===== src/rtl/cpu.sv =====
// rtl/cpu.sv - fixed-point 16.8 restoring divider with internal data memory
module cpu_dm (
  input  logic        Clk,
  input  logic        we,
  input  logic [23:0] wdata,
  output logic [15:0] dividend,
  output logic [7:0]  divisor
);
  reg [7:0] Core [0:255];

  // Quotient bytes are written together, big-endian, when the result is stored
  always @(posedge Clk) begin
    if (we) begin
      Core[4] <= wdata[23:16];
      Core[5] <= wdata[15:8];
      Core[6] <= wdata[7:0];
    end
  end

  assign dividend = {Core[0], Core[1]};
  assign divisor  = Core[2];
endmodule

module cpu (
  input  logic Clk,
  input  logic Reset,
  input  logic Start,
  output logic Ack
);
  typedef enum logic [1:0] {IDLE, DIV, STORE, DONE} state_t;

  state_t      state_q, state_d;
  logic [4:0]  cnt_q, cnt_d;
  logic [23:0] n_q, n_d;
  logic [8:0]  r_q, r_d;
  logic [23:0] q_q, q_d;
  logic [7:0]  dvs_q, dvs_d;
  logic        ack_q, ack_d;

  logic [15:0] mem_dividend;
  logic [7:0]  mem_divisor;
  logic        mem_we;
  logic [8:0]  r_shift;
  logic        fits;

  cpu_dm DM1 (
    .Clk      (Clk),
    .we       (mem_we),
    .wdata    (q_q),
    .dividend (mem_dividend),
    .divisor  (mem_divisor)
  );

  // A reset landing on the store edge must abort the write-back too
  assign mem_we = (state_q == STORE) && !Reset;
  assign Ack    = ack_q;

  // Next-state logic: launch, one restoring-division step per cycle, store, done
  always_comb begin
    state_d = state_q;
    cnt_d   = cnt_q;
    n_d     = n_q;
    r_d     = r_q;
    q_d     = q_q;
    dvs_d   = dvs_q;
    ack_d   = ack_q;
    r_shift = 9'((r_q << 1) | 9'(n_q[23]));
    fits    = (r_shift >= {1'b0, dvs_q});
    case (state_q)
      IDLE, DONE: begin
        if (Start) begin
          n_d     = {mem_dividend, 8'h00};
          dvs_d   = mem_divisor;
          r_d     = 9'd0;
          q_d     = 24'd0;
          cnt_d   = 5'd0;
          ack_d   = 1'b0;
          state_d = DIV;
        end
      end
      DIV: begin
        // A zero divisor always "fits", which yields the all-ones quotient
        n_d   = {n_q[22:0], 1'b0};
        r_d   = fits ? (r_shift - {1'b0, dvs_q}) : r_shift;
        q_d   = {q_q[22:0], fits};
        cnt_d = cnt_q + 5'd1;
        if (cnt_q == 5'd23) begin
          state_d = STORE;
        end
      end
      STORE: begin
        ack_d   = 1'b1;
        state_d = DONE;
      end
      default: state_d = IDLE;
    endcase
  end

  // State registers with synchronous active-high reset
  always_ff @(posedge Clk) begin
    if (Reset) begin
      state_q <= IDLE;
      cnt_q   <= 5'd0;
      n_q     <= 24'd0;
      r_q     <= 9'd0;
      q_q     <= 24'd0;
      dvs_q   <= 8'd0;
      ack_q   <= 1'b0;
    end else begin
      state_q <= state_d;
      cnt_q   <= cnt_d;
      n_q     <= n_d;
      r_q     <= r_d;
      q_q     <= q_d;
      dvs_q   <= dvs_d;
      ack_q   <= ack_d;
    end
  end
endmodule


===== config.mk =====
export PLATFORM = sky130hd
export DESIGN_NAME = cpu
export DESIGN_NICKNAME = d
export VERILOG_FILES = /design/src/rtl/cpu.sv
export SDC_FILE = /design/constraint.sdc
export NUM_CORES = 1
export LEC_CHECK = 0
export CAP_MARGIN = 20
export CORE_AREA = 3 3 40 42
export CTS_CLUSTER_DIAMETER = 80
export DETAILED_ROUTE_END_ITERATION = 7
export DIE_AREA = 0 0 43 45
export GPL_ROUTABILITY_DRIVEN = 0
export PLACE_DENSITY = 0.63
export SYNTH_ARGS = -nofsm -noshare
export SYNTH_HDL_FRONTEND = slang
export SYNTH_SLANG_ARGS = --single-unit

===== constraint.sdc =====
create_clock -name Clk -period 1.75 [get_ports Clk]
set_input_delay 0.35 -clock Clk [delete_from_list [all_inputs] [get_ports Clk]]
set_output_delay 0.35 -clock Clk [all_outputs]
set_load 0.1 [all_outputs]

==> results.sh, run 1 <==
export IMPL_ios=4
export IMPL_synth_top_area_frac=0.327
export IMPL_rsz0062_at_grt="false"
export IMPL_ys_types=28
export IMPL_rows=13
export IMPL_slew_violations=0
export IMPL_grt_pass1_wl_um=1530
export IMPL_hold_viol=0
export IMPL_combinationalPowerShare=0.487
export IMPL_synth_xor_xnor_area_share=0
export IMPL_first_pass_iters=4
export IMPL_cts_hold_buf=0
export IMPL_cp_data_arrival_time_ns=1.80
export IMPL_max_cap_viol_count=0
export IMPL_clock_latency_ns=0.25
export IMPL_die_area_mm2=0.00194
export IMPL_synth_fa_ha_area_frac=0.102
export IMPL_fmaxAchievable_mhz=619
export IMPL_fp_dieW_um=43
export IMPL_ys_warn_count=0
export IMPL_fin_crit_ns=1.62
export IMPL_syn_area_per_cell_um2=8.92
export IMPL_core_area_mm2=0.00128
export IMPL_max_stage_delay_ns=0.47
export IMPL_antenna_cells=0
export IMPL_finalSetupViolations=0
export IMPL_synthMuxAreaShare=0.0204
export IMPL_via_per_inst=5.43
export IMPL_path_cells="inv_1, ha_1, nor2b_4, or4_1, o21ai_1"
export IMPL_antenna_left=0
export IMPL_tightest_slew_ns=0.471
export IMPL_grt_use_total=0.108
export IMPL_fin_nets=69
export IMPL_critPathLaunchType="flop"
export IMPL_p_int_w=0.000451
export IMPL_switching_share=0.413
export IMPL_drc=0
export IMPL_start_util=0.382
export IMPL_final_cell_mix="dfxtp_1 (8), inv_1 (4), a21oi_1 (4), ha_1 (4)"
export IMPL_cp_end_kind="flop"
export IMPL_outcome="finished clean"
export IMPL_clockBufferDepth=2
export IMPL_wl_um=893
export IMPL_peakVddDrop_uv=664
export IMPL_leakage_nw=0.234
export IMPL_drive_gt1_frac=0.150
export IMPL_path_max_fanout=6
export IMPL_synthSimpleGateAreaFrac=0.270
export IMPL_cts_tree="done"
export IMPL_fin_setup_tns_ns=0
export IMPL_vias=407
export IMPL_drtIter0Drc=9
export IMPL_p_total_w=0.000769
export IMPL_yosys_register_bits=8
export IMPL_seqPwrFrac=0.329
export IMPL_yosysSeqAreaShare=0.327
export IMPL_ctsHtreeMaxLevel=1
export IMPL_antenna_found_initial=0
export IMPL_p_clk_frac=0.184
export IMPL_critPathSlowestCell="or4_1"
export IMPL_numCtsBuffers=3
export IMPL_die_height_um=45
export IMPL_yosysTopAreaCell="dfxtp_1"
export IMPL_final_common_cell="dfxtp_1"
export IMPL_hold_class="reg -> reg"
export IMPL_grt_max_degree=10
export IMPL_cts_sinks=8
export IMPL_p_sw_w=0.000318
export IMPL_placed_area_um2=538
export IMPL_syn_instance_count=55
export IMPL_synth_top_family_by_area="simple AND/OR/NAND/NOR gates"
export IMPL_clock_skew_ns=0.00468
export IMPL_worst_endpoint_required_ns=1.94
export IMPL_gr_total_overflow=0
export IMPL_synthTopCellsByArea="dfxtp_1 (33%), ha_1 (10%), a32oi_1 (5.4%), a21oi_1 (4.1%), nor2b_1 (3.8%)"
export IMPL_synth_compound_area_frac=0.199
export IMPL_cts_resized=0
export IMPL_post_cts_repair_setup_buffers=0
export IMPL_slew_headroom=0.677
export IMPL_hpwl_um=661
export IMPL_wl_per_cell_um=11.9
export IMPL_grt_pass1_vias=353
export IMPL_fin_area_um2=561
export IMPL_critPathKind="reg -> reg"
export IMPL_syn_to_final_growth_pct=14.3
export IMPL_synth_area_um2=490
export IMPL_hold_ws_ns=0.488
export IMPL_synthesis_nets=62
export IMPL_cellPowerDensity_mw_per_mm2=1370
export IMPL_numPortBuffers=3
export IMPL_period_share=0.923
export IMPL_clock_root_buffer="clkbuf_4"
export IMPL_clkSlewWorstSetupHoldPaths_ns=0.06
cells in the mapped netlist (all sizes together):
| cell type | number |
|---|---|
| a211o | 1 |
| a21oi | 4 |
| a32oi | 3 |
| and3b | 2 |
| buf | 2 |
| dfxtp | 8 |
| ha | 4 |
| inv | 5 |
| mux2i | 1 |
| nand2 | 2 |
| nand2b | 1 |
| nand3 | 3 |
| nand4 | 1 |
| nand4b | 1 |
| nor2 | 3 |
| nor2b | 4 |
| nor3 | 1 |
| o211a | 1 |
| o21ai | 3 |
| o311ai | 1 |
| o31ai | 1 |
| or3 | 1 |
| or4 | 2 |
flip-flops by register name, indices dropped and copies added (netlist names):
signal / flops
Ack: 1
cnt_q: 5
state_q: 2
critical path: cells and delay by family, from the launching register on:
| family | cells | cell delay [ns] |
|---|---|---|
| simple gates | 2 | 0.64 |
| flops | 1 | 0.37 |
| fa+ha+maj | 1 | 0.37 |
| compound gates | 1 | 0.11 |
| buf+inv | 1 | 0.07 |
through the flow:
stage                     setup WS [ns]  utilization  std cells
after CTS                         0.128        0.436         75
after detailed placement         0.0864        0.419         72
after global placement           0.0930        0.419         72
after floorplan                   0.226            -         55
after global routing             0.0232        0.436         75
final                             0.135        0.436         75
cell families after synthesis:
family,after synthesis
multiplexers,1
buffers and inverters,7
adder cells (fa/ha/maj),4
AO/OA/AOI/OAI,14
flip-flops,8
AND/OR/NAND/NOR,21
metal layers:
layer / share of wire / vias to the layer above / global-route usage
li1: - / 215 / -
met1: 0.52 / 181 / 0.140
met3: 0.064 / 2 / 0.0717
met5: 0 / - / 0
met4: 0.0067 / 0 / 0.0181
met2: 0.41 / 9 / 0.153
power groups by stage:
stage / combinational [W] / sequential (W) / clock [W]
2_1_floorplan: 0.000275 / 0.000287 / 0
3_3_place_gp: 0.000373 / 0.000257 / 0
3_5_place_dp: 0.000374 / 0.000258 / 0
4_1_cts: 0.000376 / 0.000253 / 0.000151
5_1_grt: 0.000414 / 0.000260 / 0.000163
6_report: 0.000374 / 0.000253 / 0.000141
final timing paths:
kind	start	to	slack [ns]	cells past startpoint
max	state_q[0]$_SDFFE_PP0P_	cnt_q[4]$_SDFFE_PP0P_	0.13	5
min	cnt_q[0]$_SDFFE_PP0P_	cnt_q[0]$_SDFFE_PP0P_	0.49	2
max reg2reg	state_q[0]$_SDFFE_PP0P_	cnt_q[4]$_SDFFE_PP0P_	0.13	5
min reg2reg	cnt_q[0]$_SDFFE_PP0P_	cnt_q[0]$_SDFFE_PP0P_	0.49	2
area by class of cell:
type	instances	area [um^2]
fillers	126	724
clock buffers	3	22.5
inverters	5	21.3
multi-input cells	40	290
flip-flops and latches	8	160
well taps	15	18.8
repair buffers	4	47.5
(Power assumes the default switching activity.)
==> run 2, diff against run 1 <==
- clock period: 1.75 -> 1.8 ns (I/O delays scaled with it)
==> run 2 against run 1 <==
Effect of this change: worst hold slack got worse by 0.0057 ns; critical endpoint unchanged; largest power group unchanged; fmax fell by 0.80%; core utilization rose by 0.58 points; cell count rose by 1.3%; critical path type unchanged; first-iteration DRC count rose to 3.1 times the previous value; highest routed layer unchanged; register-to-register slack improved by 0.04 ns; sequential share of layout area fell by 0.38 points; flip-flop and latch count did not move; worst setup slack improved by 0.037 ns.
==> results.sh, run 2 (synthesis gave the netlist of run 1 again) <==
export IMPL_outcome="finished clean"
export IMPL_cts_sinks=8
export IMPL_worst_endpoint_required_ns=2.00
export IMPL_drtIter0Drc=28
export IMPL_critPathLaunchType="flop"
export IMPL_fin_area_um2=568
export IMPL_peakVddDrop_uv=506
export IMPL_numPortBuffers=3
export IMPL_numCtsBuffers=3
export IMPL_ctsHtreeMaxLevel=1
export IMPL_start_util=0.382
export IMPL_critPathSlowestCell="or4_1"
export IMPL_finalNonFillerCells=76
export IMPL_clkSlewWorstSetupHoldPaths_ns=0.06
export IMPL_antenna_left=0
export IMPL_worstHoldStart="cnt_q[0]$_SDFFE_PP0P_"
export IMPL_first_pass_iters=4
export IMPL_die_area_mm2=0.00194
export IMPL_grt_pass1_wl_um=1500
export IMPL_gr_total_overflow=0
export IMPL_ios=4
export IMPL_leakage_nw=0.239
export IMPL_rrSetupSlack_ns=0.17
export IMPL_core_area_mm2=0.00128
export IMPL_fmaxAchievable_mhz=614
export IMPL_die_height_um=45
export IMPL_r2r_end="cnt_q[4]$_SDFFE_PP0P_"
export IMPL_finalSetupViolations=0
export IMPL_drc=0
export IMPL_path_max_fanout=6
export IMPL_hold_viol=0
export IMPL_cp_end_kind="flop"
export IMPL_hpwl_um=670
export IMPL_holdPathEnd="cnt_q[0]$_SDFFE_PP0P_"
export IMPL_wl_um=900
export IMPL_post_cts_repair_setup_buffers=0
export IMPL_antenna_found_initial=0
export IMPL_wl_per_cell_um=11.8
export IMPL_period_share=0.905
export IMPL_clock_latency_ns=0.26
export IMPL_path_cells="inv_1, ha_1, nor2b_4, or4_1, o21ai_1"
export IMPL_cts_resized=0
export IMPL_multi_input_area_um2=290
export IMPL_grt_max_degree=10
export IMPL_fin_nets=70
export IMPL_antenna_cells=0
export IMPL_hold_depth=2
export IMPL_grt_use_total=0.108
export IMPL_clock_root_buffer="clkbuf_4"
export IMPL_hold_class="reg -> reg"
export IMPL_rsz0062_at_grt="false"
export IMPL_cts_tree="done"
export IMPL_drive_gt1_frac=0.164
export IMPL_crit_reg2reg_launch="state_q[0]$_SDFFE_PP0P_"
export IMPL_grtUsageMet2=0.141
export IMPL_largest_reg_flops=5
export IMPL_syn_to_final_growth_pct=15.8
export IMPL_vias=424
export IMPL_critPathKind="reg -> reg"
export IMPL_slew_headroom=0.727
export IMPL_rows=13
export IMPL_slew_violations=0
export IMPL_grt_pass1_vias=356
export IMPL_grt_util_met1=0.148
export IMPL_p_total_w=0.000749
export IMPL_tightest_slew_ns=0.398
export IMPL_max_cap_viol_count=0
export IMPL_use_met3=0.0239
export IMPL_cp_top_family="simple AND/OR/NAND/NOR gates"
export IMPL_max_stage_delay_ns=0.48
export IMPL_final_cell_mix="dfxtp_1 (8), inv_1 (4), a21oi_1 (4), ha_1 (4)"
export IMPL_fin_setup_tns_ns=0
export IMPL_cellPowerDensity_mw_per_mm2=1320
export IMPL_crit_path_start="state_q[0]$_SDFFE_PP0P_"
export IMPL_num_fill_cells=123
export IMPL_critPathBufInv=1
export IMPL_clockBufferDepth=2
export IMPL_final_common_cell="dfxtp_1"
export IMPL_place_inst=73
export IMPL_top_register="cnt_q"
export IMPL_cts_hold_buf=0
export IMPL_placed_area_um2=546
export IMPL_fp_dieW_um=43
export IMPL_final_core_util=0.442
export IMPL_cp_data_arrival_time_ns=1.82
export IMPL_via_per_inst=5.58
export IMPL_clock_skew_ns=0.00321
export IMPL_fin_crit_ns=1.63
export IMPL_grt_busiest_layer="met1"
export IMPL_reg2reg_depth=5
export IMPL_regArea_um2=160
run 2: cell types whose count changed in the layout (fill, tap and decap cells not counted):
cell,delta
buf_4,+1
run 2: report_power, final:
part           switching [W]  leakage, nW  internal [W]
logic               0.000211        0.160      0.000151
clock network      0.0000645       0.0138     0.0000765
registers          0.0000323       0.0652      0.000213
run 2: cell type report:
type,count,share of cell area
inverter,5,0.0374
sequential,8,0.282
multi-input combinational,40,0.511
tap,15,0.0330
clock buffer,3,0.0396
timing repair buffer,5,0.0969
run 2: tightest hold or removal path, cell delays in order (launching register included):
cell	delay (ns)
dfxtp_1	0.33
nand2_1	0.06
a21oi_1	0.05
run 2: layer usage:
metal  part of all wire  wire length [um]
met2               0.42               377
met4              0.036                32
met1               0.48               431
met5                  0                 0
met3              0.064                58
run 2: worst max path at each step:
| stage | endpoint | cells past startpoint |
|---|---|---|
| 3_3_place_gp | cnt_q[4]$_SDFFE_PP0P_ | 4 |
| 3_5_place_dp | cnt_q[4]$_SDFFE_PP0P_ | 4 |
| 4_1_cts | cnt_q[4]$_SDFFE_PP0P_ | 5 |
| 2_1_floorplan | cnt_q[3]$_SDFFE_PP0P_ | 5 |
| 6_report | cnt_q[4]$_SDFFE_PP0P_ | 5 |
| 5_1_grt | cnt_q[3]$_SDFFE_PP0P_ | 5 |
run 2: metrics by stage:
step	hold slack (ns)	setup slack, ns
after floorplan	0.461	0.276
after global routing	0.517	0.0750
after CTS	0.486	0.168
after global placement	0.479	0.150
final	0.482	0.172
after detailed placement	0.478	0.117
